File: src/rtl/cordic_angle_sequencer_if.sv
// rtl/cordic_angle_sequencer_if.sv - run control and angle/shift beat stream between requester and sequencer
interface cordic_angle_sequencer_if #(
    parameter int WIDTH   = 17,
    parameter int SHIFT_W = 5
);
    logic               start;
    logic               mode;
    logic               abort;
    logic               out_ready;
    logic               out_valid;
    logic [WIDTH-1:0]   out_angle;
    logic [SHIFT_W-1:0] out_shift;
    logic               out_last;
    logic               busy;
    logic               done;

    // Requester / CORDIC datapath side
    modport master (
        output start, mode, abort, out_ready,
        input  out_valid, out_angle, out_shift, out_last, busy, done
    );

    // Sequencer side
    modport slave (
        input  start, mode, abort, out_ready,
        output out_valid, out_angle, out_shift, out_last, busy, done
    );
endinterface

File: src/rtl/cordic_angle_sequencer.sv
// rtl/cordic_angle_sequencer.sv - streams per-iteration CORDIC (angle, shift) pairs for circular or hyperbolic runs
module cordic_angle_sequencer #(
    parameter int WIDTH   = 17,
    parameter int DEPTH   = 15,
    parameter int SHIFT_W = 5
) (
    input  logic                    clk,
    input  logic                    rst_n,
    cordic_angle_sequencer_if.slave bus
);

    // Round-half-up: add half an output LSB (Q1.32 domain) before dropping 33-WIDTH bits.
    localparam int          RND_SH = (WIDTH < 33) ? (32 - WIDTH) : 0;
    localparam logic [33:0] RND    = (WIDTH < 33) ? (34'd1 << RND_SH) : 34'd0;

    typedef enum logic [1:0] {S_IDLE, S_RUN, S_DONE} state_t;

    state_t             r_state, w_state_nx;
    logic               r_mode, w_mode_nx;
    logic [SHIFT_W-1:0] r_shift, w_shift_nx;
    logic [SHIFT_W-1:0] r_beat, w_beat_nx;
    logic               r_second, w_second_nx;
    logic               r_last, w_last_nx;
    logic [WIDTH-1:0]   r_angle, w_angle_nx;
    logic               w_load;
    logic               w_xfer;
    logic               w_rep_point;

    // Q1.32 master constants indexed by shift; hyperbolic shift 0 has no entry.
    function automatic logic [32:0] f_master(input logic hyp, input logic [4:0] idx);
        logic [32:0] c;
        c = '0;
        if (!hyp) begin
            case (idx)
                5'd0:  c = 33'd3373259426;
                5'd1:  c = 33'd1991351318;
                5'd2:  c = 33'd1052175346;
                5'd3:  c = 33'd534100635;
                5'd4:  c = 33'd268086748;
                5'd5:  c = 33'd134174063;
                5'd6:  c = 33'd67103403;
                5'd7:  c = 33'd33553749;
                5'd8:  c = 33'd16777131;
                5'd9:  c = 33'd8388597;
                5'd10: c = 33'd4194303;
                5'd11: c = 33'd2097152;
                5'd12: c = 33'd1048576;
                5'd13: c = 33'd524288;
                5'd14: c = 33'd262144;
                5'd15: c = 33'd131072;
                5'd16: c = 33'd65536;
                5'd17: c = 33'd32768;
                5'd18: c = 33'd16384;
                5'd19: c = 33'd8192;
                5'd20: c = 33'd4096;
                5'd21: c = 33'd2048;
                5'd22: c = 33'd1024;
                5'd23: c = 33'd512;
                default: c = '0;
            endcase
        end else begin
            case (idx)
                5'd1:  c = 33'd2359251925;
                5'd2:  c = 33'd1096989674;
                5'd3:  c = 33'd539693625;
                5'd4:  c = 33'd268785803;
                5'd5:  c = 33'd134261444;
                5'd6:  c = 33'd67114326;
                5'd7:  c = 33'd33555115;
                5'd8:  c = 33'd16777301;
                5'd9:  c = 33'd8388619;
                5'd10: c = 33'd4194305;
                5'd11: c = 33'd2097152;
                5'd12: c = 33'd1048576;
                5'd13: c = 33'd524288;
                5'd14: c = 33'd262144;
                5'd15: c = 33'd131072;
                5'd16: c = 33'd65536;
                5'd17: c = 33'd32768;
                5'd18: c = 33'd16384;
                5'd19: c = 33'd8192;
                5'd20: c = 33'd4096;
                5'd21: c = 33'd2048;
                5'd22: c = 33'd1024;
                5'd23: c = 33'd512;
                default: c = '0;
            endcase
        end
        return c;
    endfunction

    function automatic logic [WIDTH-1:0] f_round(input logic [32:0] c);
        logic [33:0] sum;
        sum = {1'b0, c} + RND;
        return WIDTH'(sum >> (33 - WIDTH));
    endfunction

    assign w_xfer      = (r_state == S_RUN) && bus.out_ready;
    // Hyperbolic convergence needs shifts 4 and 13 issued twice.
    assign w_rep_point = r_mode && ((r_shift == SHIFT_W'(4)) || (r_shift == SHIFT_W'(13)));

    // Next-state and next-beat selection; abort overrides any same-cycle transfer.
    always_comb begin
        w_state_nx  = r_state;
        w_mode_nx   = r_mode;
        w_shift_nx  = r_shift;
        w_beat_nx   = r_beat;
        w_second_nx = r_second;
        w_last_nx   = r_last;
        w_load      = 1'b0;
        case (r_state)
            S_IDLE: begin
                if (bus.start) begin
                    w_state_nx  = S_RUN;
                    w_mode_nx   = bus.mode;
                    w_shift_nx  = bus.mode ? SHIFT_W'(1) : SHIFT_W'(0);
                    w_beat_nx   = '0;
                    w_second_nx = 1'b0;
                    w_last_nx   = 1'b0;
                    w_load      = 1'b1;
                end
            end
            S_RUN: begin
                if (bus.abort) begin
                    w_state_nx = S_IDLE;
                end else if (w_xfer) begin
                    if (r_last) begin
                        w_state_nx = S_DONE;
                    end else begin
                        w_beat_nx = r_beat + 1'b1;
                        w_last_nx = (w_beat_nx == SHIFT_W'(DEPTH - 1));
                        w_load    = 1'b1;
                        if (w_rep_point && !r_second) begin
                            w_second_nx = 1'b1;
                        end else begin
                            w_shift_nx  = r_shift + 1'b1;
                            w_second_nx = 1'b0;
                        end
                    end
                end
            end
            S_DONE: begin
                w_state_nx = S_IDLE;
            end
            default: begin
                w_state_nx = S_IDLE;
            end
        endcase
        w_angle_nx = w_load ? f_round(f_master(w_mode_nx, 5'(w_shift_nx))) : r_angle;
    end

    // State and beat registers; async reset clears every visible output.
    always_ff @(posedge clk or negedge rst_n) begin
        if (!rst_n) begin
            r_state  <= S_IDLE;
            r_mode   <= 1'b0;
            r_shift  <= '0;
            r_beat   <= '0;
            r_second <= 1'b0;
            r_last   <= 1'b0;
            r_angle  <= '0;
        end else begin
            r_state  <= w_state_nx;
            r_mode   <= w_mode_nx;
            r_shift  <= w_shift_nx;
            r_beat   <= w_beat_nx;
            r_second <= w_second_nx;
            r_last   <= w_last_nx;
            r_angle  <= w_angle_nx;
        end
    end

    assign bus.out_valid = (r_state == S_RUN);
    assign bus.busy      = (r_state != S_IDLE);
    assign bus.done      = (r_state == S_DONE);
    assign bus.out_angle = r_angle;
    assign bus.out_shift = r_shift;
    assign bus.out_last  = r_last;

endmodule

File: src/flat_wrapper.sv
// flat-port wrapper written by rule: the top's interface ports become plain ports
module cordic_angle_sequencer_flat 
#(
    parameter int WIDTH   = 17,
    parameter int DEPTH   = 15,
    parameter int SHIFT_W = 5
)
  (clk, rst_n, bus_start, bus_mode, bus_abort, bus_out_ready, bus_out_valid, bus_out_angle, bus_out_shift, bus_out_last, bus_busy, bus_done);
  cordic_angle_sequencer_if #(.WIDTH(WIDTH), .SHIFT_W(SHIFT_W)) bus_i ();
  input  logic clk;
  input  logic rst_n;
  input wire logic [$bits(bus_i.start)-1:0] bus_start;
  input wire logic [$bits(bus_i.mode)-1:0] bus_mode;
  input wire logic [$bits(bus_i.abort)-1:0] bus_abort;
  input wire logic [$bits(bus_i.out_ready)-1:0] bus_out_ready;
  output wire logic [$bits(bus_i.out_valid)-1:0] bus_out_valid;
  output wire logic [$bits(bus_i.out_angle)-1:0] bus_out_angle;
  output wire logic [$bits(bus_i.out_shift)-1:0] bus_out_shift;
  output wire logic [$bits(bus_i.out_last)-1:0] bus_out_last;
  output wire logic [$bits(bus_i.busy)-1:0] bus_busy;
  output wire logic [$bits(bus_i.done)-1:0] bus_done;
  assign bus_i.start = bus_start;
  assign bus_i.mode = bus_mode;
  assign bus_i.abort = bus_abort;
  assign bus_i.out_ready = bus_out_ready;
  assign bus_out_valid = bus_i.out_valid;
  assign bus_out_angle = bus_i.out_angle;
  assign bus_out_shift = bus_i.out_shift;
  assign bus_out_last = bus_i.out_last;
  assign bus_busy = bus_i.busy;
  assign bus_done = bus_i.done;
  cordic_angle_sequencer #(.WIDTH(WIDTH), .DEPTH(DEPTH), .SHIFT_W(SHIFT_W)) u_core (.clk(clk), .rst_n(rst_n), .bus(bus_i));
endmodule
File: config.mk
export PLATFORM = sky130hd
export DESIGN_NAME = cordic_angle_sequencer_flat
export DESIGN_NICKNAME = d
export VERILOG_FILES = /design/src/rtl/cordic_angle_sequencer_if.sv /design/src/rtl/cordic_angle_sequencer.sv /design/src/flat_wrapper.sv
export SDC_FILE = /design/constraint.sdc
export NUM_CORES = 1
export LEC_CHECK = 0
export ABC_AREA = 0
export CORE_ASPECT_RATIO = 1.25
export CORE_MARGIN = 2
export CORE_UTILIZATION = 56
export CTS_CLUSTER_DIAMETER = 120
export CTS_CLUSTER_SIZE = 16
export DETAILED_ROUTE_END_ITERATION = 16
export PLACE_DENSITY_LB_ADDON = 0.1
export SETUP_SLACK_MARGIN = 0.02
export SYNTH_ARGS = -nofsm -noshare
export SYNTH_HDL_FRONTEND = slang
export SYNTH_SLANG_ARGS = --single-unit
export TNS_END_PERCENT = 5
File: constraint.sdc
create_clock -name clk -period 4.9 [get_ports clk]
set_input_delay 0.49 -clock clk [delete_from_list [all_inputs] [get_ports clk]]
set_output_delay 0.49 -clock clk [all_outputs]
set_load 0.05 [all_outputs]
==> impl_metrics.yaml <==
status:
  status: "finished, final reports clean"
drt:
  num_vias: 2508
  first_pass_iters: 5
  wirelength_mm: 6.73
  post-route-drc-count: 0
  routedWlPerCell_um: 17.1
  viasPerCell: 6.37
  first_iter_violations: 220
  antenna_left: 0
grt:
  track_usage_pct: 27.5
  overflow: 0
  grt_max_degree: 33
  grt_pass1_vias: 2381
  grt_pass1_wl_mm: 11.4
  antenna_found_initial: 0
critical_path:
  critPathKind: "in2reg"
  worstPathMaxFanout: 9
  startpoint: "bus_out_ready"
  worst_setup_path_start_kind: "input pin"
  worstReg2RegStart: "u_core.bus.out_shift[0]"
  critPathArrivalTime_ns: 4.54
  critical_path.endpoint_type: "flop"
  required_ns: 5.12
timing:
  fin_skew_ns: 0.00230
  finalHoldViolations: 0
  setup_viol: 0
  finalSetupTns_ns: 0
  rsz0062_at_grt: "false"
  maxSlewViolCount: 0
  min_period_ns: 4.32
  clock.fmax_mhz: 232
  max_slew_margin_pct: 52.4
  tightest_slew_ns: 0.707
  post-route-period-util_pct: 88.1
floorplanning:
  core_mm2: 0.00446
  start_util_pct: 59.1
  io-pin-count: 32
  row_count: 27
  fp.dieH_um: 80.7
  die_w_um: 65.4
  die_area_mm2: 0.00528
yosys:
  avgSynthCellArea_um2: 8.67
  yosys-top-cells-area: "dfrtp_1, ha_1, nand2_1"
  synth_top_area_share_pct: 30.4
  synth_ff_type: "dfrtp_1"
  yosysSeqAreaShare_pct: 30.4
  postSynthCellCount: 304
  synth_cell_types: 74
  syn-cell-area_mm2: 0.00264
  async_reset_ff_share_pct: 100
  ys_ff_latch: 32
  yosys.area.top_type: "dfrtp_1"
  synth_edf_count: 0
  mappedNetlistNets: 324
  yosysWarnings: 0
pwr:
  power.density_mw_per_mm2: 549
  leakage_nw: 1.30
  peakVddDrop_uv: 321
  total_power_mw: 1.71
placed_design:
  hpwlAfterDp_mm: 4.96
  io_buffers: 31
  gp_congestion: 0.947
  placed_cell_area_mm2: 0.00301
clock_network:
  cts_made_buffers: 5
  cts_sinks: 32
  cts_tree: "built"
  post_cts_buffers: 0
  clkTransAtPathRegs_ns: 0.07
  hold_buffers: 0
  clk_latency_ns: 0.28
  cts-resized-gates: 0
  clock-root-buffer: "clkbuf_8"
  htree_levels: 2
  ctsLongestPathBuffers: 2
cells_and_area:
  area_growth_pct: 18.3
  n_antenna_cell: 0
  final_util_pct: 69.9
  stdcell_area_mm2: 0.00312
  drive_gt1_share_pct: 13.4
  nets: 355
hold_path:
  hold_class: "reg2reg"
  hold_start: "u_core.bus.out_angle[0]"
run:
  cap_violations: 0
-- registers in the layout, indices dropped and copies added (netlist names) --
name	cells
u_core.r_mode	1
u_core.bus.out_shift	5
u_core.r_beat	5
u_core.r_second	1
u_core.bus.out_angle	17
u_core.bus.out_last	1
u_core.r_state	2
-- power breakdown --
group	leakage (nW)	internal, mW	total (mW)	switching [mW]
registers	0.405	0.340	0.399	0.0591
logic	0.837	0.368	1.06	0.689
clock network	0.0541	0.150	0.254	0.104
-- cell usage in the layout, fill, tap and decap left out, types with 4 or more instances in the layout --
master / count
a211oi_1: 6
a21o_1: 5
a21oi_1: 14
a22oi_1: 5
a31oi_1: 5
buf_4: 8
clkbuf_8: 5
clkdlybuf4s50_1: 31
dfrtp_1: 32
ha_1: 14
inv_1: 12
inv_2: 4
mux2i_1: 9
nand2_1: 31
nand2b_1: 4
nand3_1: 15
nand4_1: 5
nor2_1: 23
nor3_1: 8
o21ai_0: 11
or3_1: 4
xnor2_1: 5
-- Yosys cell counts (4+ instances only) --
cell,number
a211oi_1,6
a21o_1,5
a21oi_1,14
a22oi_1,5
a31oi_1,5
buf_2,4
clkbuf_1,9
dfrtp_1,32
ha_1,14
inv_1,12
inv_2,4
mux2i_1,9
nand2_1,31
nand2b_1,4
nand3_1,15
nand4_1,5
nor2_1,23
nor3_1,8
o21ai_0,11
or3_1,4
xnor2_1,5
-- worst max-delay path, cell delays in order --
cell	delay (ns)
clkdlybuf4s50_1	0.54
or3b_1	0.42
a211oi_2	0.28
o31a_1	0.38
ha_1	0.36
inv_1	0.12
a2111oi_0	0.39
nor4_1	0.18
a21oi_1	0.16
ha_1	0.16
inv_1	0.06
a211oi_1	0.28
nand4b_1	0.21
or3_1	0.41
nand3_1	0.08
-- final cells by class --
cell class / count / area, um2
Inverter: 17 / 65.1
Fill cell: 402 / 1340
Multi-Input combinational cell: 240 / 1700
Sequential cell: 32 / 801
Clock buffer: 5 / 68.8
Tap cell: 58 / 72.6
Clock inverter: 3 / 42.5
Timing Repair Buffer: 39 / 370
-- kinds of logic after synthesis --
group | after synthesis | synth area share, %
DFF | 32 | 30.4
adders and majority gates | 14 | 6.64
buffers and inverters | 32 | 5.22
xor gates and xnor gates | 7 | 2.33
AOI/OAI and AO/OA | 85 | 24.8
muxes | 12 | 4.70
and+or+nand+nor | 122 | 25.9
-- stage by stage --
step / setup WS (ns) / instances / hold WS (ns)
6_report: 0.582 / 394 / 0.481
3_3_place_gp: 0.489 / 386 / 0.459
4_1_cts: 0.650 / 394 / 0.492
3_5_place_dp: 0.338 / 386 / 0.470
5_1_grt: 0.131 / 394 / 0.529
2_1_floorplan: 0.767 / 304 / 0.194
-- metal layers --
| metal | global-route usage, % | wire length (um) | vias to the layer above |
|---|---|---|---|
| met1 | 36.7 | 2910 | 1206 |
| met2 | 45.1 | 3320 | 77 |
| li1 | - | - | 1205 |
| met3 | 3.64 | 312 | 20 |
| met5 | 0 | 0 | - |
| met4 | 11.3 | 192 | 0 |
-- worst paths after layout --
kind	endpoint	depth (start not counted)	slack [ns]
setup / recovery	u_core.bus.out_angle[7]	15	0.58
hold / removal	u_core.bus.out_angle[0]	2	0.48
setup reg to reg	u_core.bus.out_angle[7]	16	0.70
hold reg to reg	u_core.bus.out_angle[0]	2	0.48
max in group asynchronous	u_core.bus.out_angle[8]	2	3.99
min in group asynchronous	u_core.r_state[0]	2	0.61
(Power assumes the default switching activity.)
